--- src/rtl/dma_pkg.sv ---
`default_nettype none
// ============================================================================
// Module   : dma_pkg
// Purpose  : Shared constants and types for the DMA store-path arbiter.
//            Defines default channel count, data/address widths, ID FIFO
//            depth and the 1-bit arbiter state encoding.
// Ports    : none (package)
// Revision : 1.0 - initial release
// ============================================================================
package dma_pkg;

  localparam int DMA_N_CH    = 4;
  localparam int DMA_DATA_WD = 32;
  localparam int DMA_ADDR_WD = 32;
  localparam int DMA_OUTST   = 2;

  typedef enum logic [0:0] {
    ST_ARB_IDLE = 1'b0,
    ST_ARB_BUSY = 1'b1
  } arb_state_e;

endpackage : dma_pkg
`default_nettype wire

--- src/rtl/dma_id_fifo.sv ---
`default_nettype none
// ============================================================================
// Module   : dma_id_fifo
// Purpose  : In-order FIFO of channel IDs for granted-but-unanswered stores.
// Ports    : clk_i/rstn_i  - clock, async active-low reset
//            push_i/push_data_i - enqueue an ID
//            pop_i         - dequeue the head ID
//            full_o/empty_o - occupancy flags
//            head_o        - oldest ID
//            count_o       - current number of entries
// Revision : 1.0 - initial release
// ============================================================================
module dma_id_fifo #(
  parameter int DEPTH  = 2,
  parameter int WIDTH  = 2,
  parameter int CNT_WD = $clog2(DEPTH + 1)
) (
  input  logic              clk_i,
  input  logic              rstn_i,
  input  logic              push_i,
  input  logic [WIDTH-1:0]  push_data_i,
  input  logic              pop_i,
  output logic              full_o,
  output logic              empty_o,
  output logic [WIDTH-1:0]  head_o,
  output logic [CNT_WD-1:0] count_o
);

  localparam int PTR_WD = (DEPTH > 1) ? $clog2(DEPTH) : 1;

  logic [WIDTH-1:0]  mem_q [DEPTH];
  logic [WIDTH-1:0]  mem_d [DEPTH];
  logic [PTR_WD-1:0] wr_ptr_q, wr_ptr_d;
  logic [PTR_WD-1:0] rd_ptr_q, rd_ptr_d;
  logic [CNT_WD-1:0] count_q, count_d;
  logic              push_en, pop_en;

  // Pointer increment that wraps correctly for non-power-of-two depths.
  function automatic logic [PTR_WD-1:0] ptr_inc(input logic [PTR_WD-1:0] p);
    ptr_inc = (p == PTR_WD'(DEPTH - 1)) ? '0 : p + PTR_WD'(1);
  endfunction

  assign full_o  = (count_q == CNT_WD'(DEPTH));
  assign empty_o = (count_q == '0);
  assign head_o  = mem_q[rd_ptr_q];
  assign count_o = count_q;

  assign push_en = push_i & ~full_o;
  assign pop_en  = pop_i & ~empty_o;

  always_comb begin
    mem_d    = mem_q;
    wr_ptr_d = wr_ptr_q;
    rd_ptr_d = rd_ptr_q;
    count_d  = count_q;
    if (push_en) begin
      mem_d[wr_ptr_q] = push_data_i;
      wr_ptr_d        = ptr_inc(wr_ptr_q);
    end
    if (pop_en) begin
      rd_ptr_d = ptr_inc(rd_ptr_q);
    end
    case ({push_en, pop_en})
      2'b10:   count_d = count_q + CNT_WD'(1);
      2'b01:   count_d = count_q - CNT_WD'(1);
      default: count_d = count_q;
    endcase
  end

  always_ff @(posedge clk_i or negedge rstn_i) begin
    if (!rstn_i) begin
      for (int i = 0; i < DEPTH; i++) mem_q[i] <= '0;
      wr_ptr_q <= '0;
      rd_ptr_q <= '0;
      count_q  <= '0;
    end else begin
      mem_q    <= mem_d;
      wr_ptr_q <= wr_ptr_d;
      rd_ptr_q <= rd_ptr_d;
      count_q  <= count_d;
    end
  end

endmodule : dma_id_fifo
`default_nettype wire

--- src/rtl/dma_st_arbiter.sv ---
`default_nettype none
// ============================================================================
// Module   : dma_st_arbiter
// Purpose  : Round-robin arbiter sharing the core store bus among N_CH DMA
//            channels. Holds the winning request stable until the bus grants
//            it, routes the grant back, and routes in-order responses to the
//            issuing channel via an ID FIFO.
// Ports    : clk_i/rstn_i        - clock, async active-low reset
//            ch_st_*_i / *_o     - packed per-channel store request side
//            core_st_*_i / *_o   - single core store bus port
//            resp_err_o          - sticky: response seen with no outstanding
// Revision : 1.0 - initial release
// ============================================================================
module dma_st_arbiter
  import dma_pkg::*;
#(
  parameter int N_CH    = DMA_N_CH,
  parameter int DATA_WD = DMA_DATA_WD,
  parameter int ADDR_WD = DMA_ADDR_WD,
  parameter int BE_WD   = DATA_WD / 8,
  parameter int OUTST   = DMA_OUTST
) (
  input  logic                    clk_i,
  input  logic                    rstn_i,
  input  logic [N_CH-1:0]         ch_st_req_i,
  input  logic [N_CH-1:0]         ch_st_we_i,
  input  logic [N_CH*BE_WD-1:0]   ch_st_be_i,
  input  logic [N_CH*ADDR_WD-1:0] ch_st_addr_i,
  input  logic [N_CH*DATA_WD-1:0] ch_st_wdata_i,
  output logic [N_CH-1:0]         ch_st_gnt_o,
  output logic [DATA_WD-1:0]      ch_st_rdata_o,
  output logic [N_CH-1:0]         ch_st_rvalid_o,
  output logic                    core_st_req_o,
  input  logic                    core_st_gnt_i,
  output logic                    core_st_we_o,
  output logic [BE_WD-1:0]        core_st_be_o,
  output logic [ADDR_WD-1:0]      core_st_addr_o,
  output logic [DATA_WD-1:0]      core_st_wdata_o,
  input  logic [DATA_WD-1:0]      core_st_rdata_i,
  input  logic                    core_st_rvalid_i,
  output logic                    resp_err_o
);

  localparam int ID_WD  = $clog2(N_CH);
  localparam int CNT_WD = $clog2(OUTST + 1);

  arb_state_e        state_q, state_d;
  logic [ID_WD-1:0]  sel_q, sel_d;
  logic [ID_WD-1:0]  ptr_q, ptr_d;
  logic              resp_err_q, resp_err_d;

  logic              fifo_full, fifo_empty;
  logic [ID_WD-1:0]  fifo_head;
  logic [CNT_WD-1:0] fifo_count;
  logic [CNT_WD:0]   count_nxt;

  logic              busy, fire, pop, room;
  logic [N_CH-1:0]   sel_onehot, elig;
  logic [ID_WD-1:0]  pick;

  // First set bit of req scanning ptr, ptr+1, ... ; the index wraps
  // naturally because N_CH is a power of two. Scanning from the far end
  // lets the nearest eligible channel overwrite the result last.
  function automatic logic [ID_WD-1:0] rr_pick(input logic [N_CH-1:0]  req,
                                               input logic [ID_WD-1:0] ptr);
    logic [ID_WD-1:0] idx;
    rr_pick = ptr;
    for (int i = N_CH - 1; i >= 0; i--) begin
      idx = ptr + ID_WD'(i);
      if (req[idx]) rr_pick = idx;
    end
  endfunction

  assign busy       = (state_q == ST_ARB_BUSY);
  assign fire       = busy & core_st_gnt_i;
  assign pop        = core_st_rvalid_i & ~fifo_empty;
  assign sel_onehot = N_CH'(1) << sel_q;

  // The just-granted channel still shows req in its grant cycle; hide it so
  // it cannot be picked again before it drops req.
  assign elig = ch_st_req_i & ~(fire ? sel_onehot : '0);

  // The pointer moves past the winner on a grant; the follow-on pick uses
  // the moved pointer so back-to-back grants stay fair.
  assign ptr_d = fire ? sel_q + ID_WD'(1) : ptr_q;
  assign pick  = rr_pick(elig, ptr_d);

  // Room is judged on the occupancy after this cycle's push and pop.
  assign count_nxt = {1'b0, fifo_count} + {{CNT_WD{1'b0}}, fire}
                   - {{CNT_WD{1'b0}}, pop};
  assign room      = fire ? (count_nxt < (CNT_WD + 1)'(OUTST))
                          : (~fifo_full | pop);

  always_comb begin
    state_d    = state_q;
    sel_d      = sel_q;
    resp_err_d = resp_err_q | (core_st_rvalid_i & fifo_empty);
    case (state_q)
      ST_ARB_IDLE: begin
        if ((|elig) && room) begin
          sel_d   = pick;
          state_d = ST_ARB_BUSY;
        end
      end
      ST_ARB_BUSY: begin
        // sel is frozen until the bus accepts the request.
        if (fire) begin
          if ((|elig) && room) sel_d   = pick;
          else                 state_d = ST_ARB_IDLE;
        end
      end
      default: state_d = ST_ARB_IDLE;
    endcase
  end

  always_ff @(posedge clk_i or negedge rstn_i) begin
    if (!rstn_i) begin
      state_q    <= ST_ARB_IDLE;
      sel_q      <= '0;
      ptr_q      <= '0;
      resp_err_q <= 1'b0;
    end else begin
      state_q    <= state_d;
      sel_q      <= sel_d;
      ptr_q      <= ptr_d;
      resp_err_q <= resp_err_d;
    end
  end

  dma_id_fifo #(
    .DEPTH  (OUTST),
    .WIDTH  (ID_WD),
    .CNT_WD (CNT_WD)
  ) u_id_fifo (
    .clk_i       (clk_i),
    .rstn_i      (rstn_i),
    .push_i      (fire),
    .push_data_i (sel_q),
    .pop_i       (pop),
    .full_o      (fifo_full),
    .empty_o     (fifo_empty),
    .head_o      (fifo_head),
    .count_o     (fifo_count)
  );

  assign core_st_req_o   = busy;
  assign core_st_we_o    = ch_st_we_i[sel_q];
  assign core_st_be_o    = ch_st_be_i[int'(sel_q) * BE_WD +: BE_WD];
  assign core_st_addr_o  = ch_st_addr_i[int'(sel_q) * ADDR_WD +: ADDR_WD];
  assign core_st_wdata_o = ch_st_wdata_i[int'(sel_q) * DATA_WD +: DATA_WD];

  assign ch_st_gnt_o    = fire ? sel_onehot : '0;
  assign ch_st_rvalid_o = pop ? (N_CH'(1) << fifo_head) : '0;
  assign ch_st_rdata_o  = core_st_rdata_i;
  assign resp_err_o     = resp_err_q;

endmodule : dma_st_arbiter
`default_nettype wire
--- config.mk ---
export PLATFORM = sky130hd
export DESIGN_NAME = dma_st_arbiter
export DESIGN_NICKNAME = d
export VERILOG_FILES = /design/src/rtl/dma_pkg.sv /design/src/rtl/dma_id_fifo.sv /design/src/rtl/dma_st_arbiter.sv
export SDC_FILE = /design/constraint.sdc
export NUM_CORES = 1
export LEC_CHECK = 0
export ABC_AREA = 1
export CELL_PAD_IN_SITES_DETAIL_PLACEMENT = 0
export CELL_PAD_IN_SITES_GLOBAL_PLACEMENT = 2
export CORE_MARGIN = 5
export CORE_UTILIZATION = 10
export CTS_BUF_LIST = sky130_fd_sc_hd__clkbuf_8 sky130_fd_sc_hd__clkbuf_16
export CTS_CLUSTER_DIAMETER = 40
export DETAILED_ROUTE_END_ITERATION = 6
export PLACE_DENSITY_LB_ADDON = 0.1
export REMOVE_ABC_BUFFERS = 1
export SLEW_MARGIN = 20
export SYNTH_ARGS = -nofsm -noshare
export SYNTH_HDL_FRONTEND = slang
export SYNTH_HIERARCHICAL = 1
export SYNTH_SLANG_ARGS = --single-unit
--- constraint.sdc ---
create_clock -name clk_i -period 2.75 [get_ports clk_i]
set_input_delay 0.6875 -clock clk_i [delete_from_list [all_inputs] [get_ports clk_i]]
set_output_delay 0.6875 -clock clk_i [all_outputs]
set_load 0.05 [all_outputs]
======== Word-level counts from Yosys, hierarchy flattened ========
Index checks and enable logic that the tools add are counted.
Widths: inputs -> output; s select.
operators by class
  bitwise operators ....................... 14
  shifts and indexed selects .............. 5
  reduce and logical (&&, ||, !) cells .... 5
  eq/ne operators ......................... 4
  multiplexer cells ....................... 33
  magnitude comparators ................... 9
  $add $sub $neg .......................... 10
operators by type and width
  operator             count
  $shiftx 128x8->32    2
  $mux 2               11
  $shiftx 16x5->4      1
  $lt 2x3->1 const B   5
  $bmux 1 s2           5
  $mux 1               10
  $mux 4               2
  $pmux 2 s2           2
  $shl 1x2->4 const A  2
  $add 2x1->2 const B  3
  $and 1x1->1          5
  $add 2x2->2 const B  2
  $and 4x4->4          1
  $bwmux 4             1
  $eq 2x2->1 const B   2
  $ge 2x2->1 const B   2
  $not 1->2            2
  $not 4->4            1
  $reduce_or 4->1      1
  $add 2x1->3          1
  $lt 3x2->1 const B   1
  $not 1->1            3
  $sub 3x1->3          1
  $add 1x1->1 const B  2
  10 further kinds     12
word-level totals
  output and inout bits ................... 111
  logic and storage cells ................. 89
  flip-flop bits (word level) ............. 14
  input port bits ......................... 316

======== Depth between registers and ports, before layout ========
Gate-level depths: netlist of the first run.
  depth after elaboration ................. 13
  gate-level depth with buffers ........... 17
  gate-level depth less buffers ........... 17

======== Hierarchy ========
Netlist of the first run, hierarchy kept.
modules (own cells, without submodules)
  module          area each (um^2)  instances  sequential area each (um^2)  cells each
  dma_st_arbiter  2,816.5           1          150.1                        544
  dma_id_fifo     416.6             1          200.2                        54

======== Least setup slack after synthesis of the first run ========
Ideal clock, no wire load.
  path kind ............................... in2out
  start point ............................. in core_st_rvalid_i
  end point ............................... out ch_st_rvalid_o[0]
  data arrival time ....................... 1.981 ns
  cell stages on the path ................. 4
  path buffers ............................ 0
  setup slack ............................. 0.082 ns
  data required time ...................... 2.062 ns
  cells stage by stage .................... inv_1 nor2_2 inv_2 nor3_1
on the way
  longest elaborated chain between the ends .. 2
RTL lines
  item                line                   source
  start: declaration  dma_st_arbiter.sv:40   input logic core_st_rvalid_i,
  $and 1x1->1         dma_st_arbiter.sv:76   assign pop = core_st_rvalid_i & ~fifo_empty;
  net pop             dma_st_arbiter.sv:57   logic busy, fire, pop, room;
  $mux 4              dma_st_arbiter.sv:153  assign ch_st_rvalid_o = pop ? (N_CH'(1) << fifo_head) : '0;
  end: declaration    dma_st_arbiter.sv:32   output logic [N_CH-1:0] ch_st_rvalid_o,
The timed path passes the listed nets, and every way through them passes these cells.

======== Worst setup path after layout of the first run ========
  start point ............................. reg sel_q[0]
  end point ............................... out core_st_wdata_o[27]
on the way
  longest elaborated chain between the ends .. 1
RTL lines
  item                      line                   source
  start: declaration        dma_st_arbiter.sv:48   logic [ID_WD-1:0] sel_q, sel_d;
  start signal: assignment  dma_st_arbiter.sv:124  sel_q <= sel_d;
  $shiftx 128x8->32         dma_st_arbiter.sv:150  assign core_st_wdata_o = ch_st_wdata_i[int'(sel_q) * DATA_WD +: DATA_WD];
  end: declaration          dma_st_arbiter.sv:38   output logic [DATA_WD-1:0] core_st_wdata_o,
No other way between the ends.

==> results.py, run 1 <==
metrics = {
    "run_status": {
        "status": "complete, no violations",
    },
    "route": {
        "firstDrtPassIters": 4,
        "wirelength_um": 29800,
        "antenna_left": 0,
        "via_per_inst": 4.01,
        "vias": 5315,
        "drt_iter0_drc": 226,
        "drc": 0,
        "drt-wirelength-per-cell_um": 22.5,
    },
    "synth": {
        "synth_cells": 598,
        "synth.yosys.seq_area_share": 0.108,
        "avgSynthCellArea_um2": 5.41,
        "yosys.area.top_type": "o21ai_0",
        "synth_top_area_frac": 0.218,
        "ys_types": 28,
        "ys_warn_count": 6,
        "synth_area_um2": 3230,
        "synth_area_leaders": "o21ai_0, nor2_1, o22ai_1, dfrtp_1, nand2_1",
        "synth-seq-cells": 14,
    },
    "power": {
        "ir_drop_mv": 0.564,
        "swShare": 0.553,
        "p_switching_mw": 6.26,
        "p_int_mw": 5.06,
        "p_comb_frac": 0.934,
        "share_seq_of_total_power": 0.038,
        "clockPowerShare": 0.028,
        "leakage_nw": 3.34,
        "power_density_nw_per_um2": 1380,
    },
    "global_routing": {
        "grt.overflow.total": 0,
        "grt.total_usage": 0.157,
        "grt_pass1_vias": 5678,
        "grt_first_pass_wirelength_um": 41400,
        "antenna_found_initial": 9,
        "grt_max_degree": 86,
    },
    "cells_and_area": {
        "final_common_cell": "clkdlybuf4s50_1",
        "layout-drive-gt1-share": 0.159,
        "fin_util": 0.259,
        "area_growth_pct": 154,
        "nets": 1241,
        "layout_common_cells": "clkdlybuf4s50_1, nor2_1, o21ai_0, buf_12, nand2_1",
        "instances_no_fill": 1324,
        "nFillCells": 3474,
    },
    "floorplan": {
        "start_util": 0.102,
        "die_x_um": 190,
        "rows": 65,
        "ios": 427,
        "fp.coreArea_um2": 31700,
        "dieArea_um2": 36000,
        "dieHeight_um": 190,
    },
    "critical_path": {
        "cp.arrival_ns": 1.96,
        "cp_slowest_cell": "dfrtp_4",
        "cp_top_family": "buffers and inverters",
        "cp.required_ns": 2.06,
        "critPathCaptureType": "primary output",
        "worstPathMaxFanout": 85,
        "path_cells": "buf_16 -> o21ai_0 -> o22ai_2 -> buf_4 -> buf_12",
        "path_buf_inv": 3,
        "critical_path_class": "reg2out",
        "startpoint_type": "register",
        "cp_slowest_stage_delay_ns": 0.57,
    },
    "timing": {
        "slew_violations": 0,
        "finalWorstSetupSlack_ns": 0.102,
        "worstMarginPinSlew_ns": 0.730,
        "maxSlewHeadroom": 0.512,
        "min_period_ns": 2.65,
        "fmax_ghz": 0.378,
        "tns_ns": 0,
        "finClkSkew_ns": 0.00228,
        "setup_viol": 0,
        "fin_crit_sh": 0.963,
        "rsz0062_at_grt": "false",
        "final-hold-violation-count": 0,
    },
    "clock_tree": {
        "clock_latency_ns": 0.24,
        "clkTransAtPathRegs_ns": 0.05,
        "ctsHoldBuffers": 0,
        "cts_sinks": 14,
        "root_buffer": "clkbuf_16",
        "cts_setup_buffers": 0,
        "cts_buffer_depth": 2,
        "cts_tree": "built",
        "cts_buffers": 3,
        "htree_levels": 1,
    },
    "placement": {
        "pre_cts_slack_ns": -0.200,
        "placed_cells": 1316,
        "hpwl_um": 25200,
        "gp_congestion": 0.762,
        "io_buffer_count": 362,
    },
    "run": {
        "drv_cap": 0,
    },
    "min_path": {
        "holdCritPathClass": "reg2reg",
    },
}
-- through the flow --
| stage | hold WS (ns) | area, um2 | total power, mW |
|---|---|---|---|
| 2_1_floorplan | 0.392 | 2800 | 5.49 |
| 3_3_place_gp | 0.449 | 8060 | 11.2 |
| 3_5_place_dp | 0.458 | 8060 | 11.1 |
| 4_1_cts | 0.466 | 8160 | 11.5 |
| 5_1_grt | 0.493 | 8220 | 12.0 |
| 6_report | 0.457 | 8230 | 11.3 |
-- Yosys cell counts --
cell and number:
nor2_2 1, a31oi_1 1, o21ai_1 1, nor2_1 142
dfrtp_1 14, fa_1 1, nand3_2 4, nor3_1 4
buf_4 33, o21ai_0 141, buf_1 2, nand2_2 5
inv_2 4, xnor2_1 1, clkbuf_1 38, inv_1 30
nand2_1 67, or2_2 1, a21o_1 1, nand4_1 7
nand2_4 4, o22ai_1 69, buf_2 4, nand3_4 1
buf_6 1, and2_4 1, nand3_1 15, ha_1 5
-- path summary, 6_finish.rpt --
| check | from | to | slack [ns] | cells past startpoint |
|---|---|---|---|---|
| min in group asynchronous | rstn_i | resp_err_o | 0.88 | 1 |
| max in group asynchronous | rstn_i | sel_q[0] | 1.34 | 1 |
| hold reg to reg | resp_err_o | resp_err_o | 0.46 | 1 |
| hold / removal | resp_err_o | resp_err_o | 0.46 | 1 |
| setup / recovery | sel_q[0] | core_st_wdata_o[27] | 0.10 | 5 |
| setup reg to reg | u_id_fifo/count_o[0] | sel_q[0] | 0.37 | 16 |
-- final cells by class --
| class | instances | area [um2] | share of cell area |
|---|---|---|---|
| repair buffers | 394 | 4760 | 0.579 |
| multi-input cells | 472 | 2380 | 0.289 |
| well taps | 402 | 503 | 0.0611 |
| flip-flops and latches | 14 | 355 | 0.0432 |
| inverters | 34 | 133 | 0.0161 |
| clock buffers | 4 | 88.8 | 0.0108 |
| diodes | 4 | 10.0 | 0.00122 |
-- power by group through the flow --
stage	registers, mW	clock network, mW	logic (mW)
6_report	0.435	0.313	10.6
4_1_cts	0.437	0.320	10.7
3_5_place_dp	0.436	0	10.7
2_1_floorplan	0.653	0	4.84
3_3_place_gp	0.441	0	10.8
5_1_grt	0.454	0.333	11.2
-- cell families (layout without fill, tap and decap cells) --
logic type                 after synthesis  after routing  share of synthesized area
and+or+nand+nor                        252            252                      0.334
AOI/OAI and AO/OA                      213            213                      0.358
other                                    0              4                          0
adders and majority gates                6              6                     0.0255
DFF                                     14             14                      0.108
xor gates and xnor gates                 1              1                    0.00271
buffers and inverters                  112            432                      0.172
-- registers in the layout (all words and copies together), names as in the netlist --
signal              flops
u_id_fifo/count_o       2
resp_err_o              1
ptr_q                   2
core_st_req_o           1
u_id_fifo/rd_ptr_q      1
u_id_fifo/mem_q         4
u_id_fifo/wr_ptr_q      1
sel_q                   2
-- layer usage --
layer  track usage  up-vias  share of wire
met5        0.0316        -         0.0072
met4        0.0103       10         0.0036
met3        0.0976       14           0.13
met2         0.253      249           0.45
met1         0.184     2383           0.41
li1              -     2659              -
-- timing repair --
item / CTS / global route
endpoints found under the setup margin: 2 / 10
pin swaps: 0 / 2
gates resized for setup: 2 / 13
Note: power is estimated with default switching activity, not from simulation.
==> run 2, diff against run 1 <==
==> constraint.sdc (replaced) <==
create_clock -name clk_i -period 3 [get_ports clk_i]
set_input_delay 0.75 -clock clk_i [delete_from_list [all_inputs] [get_ports clk_i]]
set_output_delay 0.75 -clock clk_i [all_outputs]
set_load 0.05 [all_outputs]
==> results.py, run 2 (synthesis results as in run 1) <==
metrics = {
    "timing": {
        "min_period_ns": 2.82,
        "slew_violations": 0,
        "hold-worst-slack_ns": 0.452,
        "fin_crit_sh": 0.942,
        "worstMarginPinSlew_ns": 0.694,
        "maxSlewHeadroom": 0.536,
        "fmax_ghz": 0.354,
        "final-hold-violation-count": 0,
        "setup_viol": 0,
        "rsz0062_at_grt": "false",
        "finClkSkew_ns": 0.00172,
    },
    "global_routing": {
        "grt_max_degree": 86,
        "grt.total_usage": 0.154,
        "antenna_found_initial": 9,
        "grt.overflow.total": 0,
        "grt_pass1_vias": 5645,
        "grt_first_pass_wirelength_um": 40800,
    },
    "floorplan": {
        "dieHeight_um": 190,
        "dieArea_um2": 36000,
        "rows": 65,
        "start_util": 0.102,
        "die_x_um": 190,
        "ios": 427,
        "fp.coreArea_um2": 31700,
    },
    "route": {
        "drc": 0,
        "vias": 5265,
        "antenna_left": 0,
        "firstDrtPassIters": 6,
        "drt-wirelength-per-cell_um": 22.2,
        "via_per_inst": 3.99,
        "wirelength_um": 29200,
        "drt_iter0_drc": 223,
    },
    "critical_path": {
        "cp_top_family": "buffers and inverters",
        "worstPathMaxFanout": 5,
        "cp.required_ns": 2.25,
        "critPathCaptureType": "primary output",
        "path_buf_inv": 5,
        "cp_slowest_cell": "clkdlybuf4s50_1",
        "critical_path_class": "in2out",
        "path_cells": "clkdlybuf4s50_1 -> inv_1 -> nor2_2 -> inv_2 -> buf_4 -> nor3_1 -> buf_12",
        "startpoint_type": "primary input",
        "cp_slowest_stage_delay_ns": 0.49,
        "cp.arrival_ns": 2.07,
    },
    "cells_and_area": {
        "largest_register_ffs": 4,
        "regArea_um2": 355,
        "layout_common_cells": "clkdlybuf4s50_1, nor2_1, o21ai_0, buf_12, o22ai_1",
        "layout-drive-gt1-share": 0.143,
        "final_common_cell": "clkdlybuf4s50_1",
        "nets": 1234,
        "nFillCells": 3525,
        "fin_util": 0.255,
        "top_register": "u_id_fifo/mem_q",
        "area_growth_pct": 150,
        "multi_input_area_um2": 2330,
    },
    "clock_tree": {
        "clock_latency_ns": 0.25,
        "htree_levels": 1,
        "cts_sinks": 14,
        "ctsHoldBuffers": 0,
        "post_cts_resized": 0,
        "root_buffer": "clkbuf_16",
        "cts_buffers": 3,
        "cts_setup_buffers": 0,
        "cts_tree": "built",
        "clkTransAtPathRegs_ns": 0.05,
        "cts_buffer_depth": 2,
    },
    "run_status": {
        "status": "complete, no violations",
    },
    "placement": {
        "hpwl_um": 24600,
        "io_buffer_count": 362,
        "gp_congestion": 0.743,
    },
    "power": {
        "power_density_nw_per_um2": 1260,
        "ir_drop_mv": 0.477,
        "leakage_nw": 3.25,
    },
    "min_path": {
        "holdCritPathClass": "reg2reg",
    },
    "run": {
        "drv_cap": 0,
    },
}
## run 2: changes by cell type in the layout (fill, tap and decap cells not counted), moves of 2 or more
cell / previous run / this run
nor2_1: 140 / 142
o22ai_2: 5 / 0
clkdlybuf4s50_1: 283 / 285
buf_4: 23 / 19
buf_12: 85 / 83
o22ai_1: 64 / 69
dlymetal6s2s_1: 2 / 0
## run 2: power breakdown
| part | leakage (nW) | total [mW] | internal (mW) | switching (mW) |
|---|---|---|---|---|
| combinational | 3.05 | 9.46 | 4.01 | 5.46 |
| sequential | 0.162 | 0.388 | 0.285 | 0.103 |
| clock | 0.0442 | 0.287 | 0.203 | 0.0848 |
## run 2: path summary, 6_finish.rpt
kind | to | slack (ns) | startpoint | cells past startpoint
max in group asynchronous | sel_q[0] | 1.56 | rstn_i | 1
min in group asynchronous | resp_err_o | 0.92 | rstn_i | 1
min | resp_err_o | 0.45 | resp_err_o | 1
min reg2reg | resp_err_o | 0.45 | resp_err_o | 1
max | ch_st_rvalid_o[1] | 0.18 | core_st_rvalid_i | 7
max reg2reg | sel_q[1] | 0.49 | u_id_fifo/count_o[1] | 15
## run 2: worst register-to-register path, cell delays in order (launching register included)
cell     delay (ns)
dfrtp_1        0.51
inv_2          0.07
nand2_1        0.12
inv_1          0.08
nor2_2         0.15
inv_2          0.05
nor2_1         0.12
o21ai_0        0.11
fa_1           0.38
or2_2          0.30
nand3_1        0.07
o21ai_1        0.07
nand2_1        0.07
nor2_1         0.05
buf_4          0.13
a31oi_1        0.15
## run 2: final cells by class
type	count	area share
Sequential cell	14	0.0440
Inverter	34	0.0161
Clock buffer	4	0.0110
Tap cell	402	0.0623
Timing Repair Buffer	387	0.577
Antenna cell	5	0.00155
Multi-Input combinational cell	472	0.288
## run 2: layer usage
metal / vias to the layer above / global-route usage / wire, um
li1: 2639 / - / -
met1: 2357 / 0.180 / 11600
met2: 241 / 0.245 / 13100
met3: 18 / 0.0983 / 4000
met4: 10 / 0.0181 / 266
met5: - / 0.0316 / 206
## run 2: per-stage QoR
stage	TNS (ns)	std cells	setup slack (ns)	total power, mW	cell area, um2
global placement	-0.00689	1309	-0.00689	10.1	7970
global route	0	1316	0.0443	10.8	8070
finish	0	1318	0.175	10.1	8070
floorplan	-163.67	520	-2.23	5.03	2800
CTS	0	1313	0.145	10.4	8060
detailed placement	-0.128	1309	-0.0713	10.1	7970
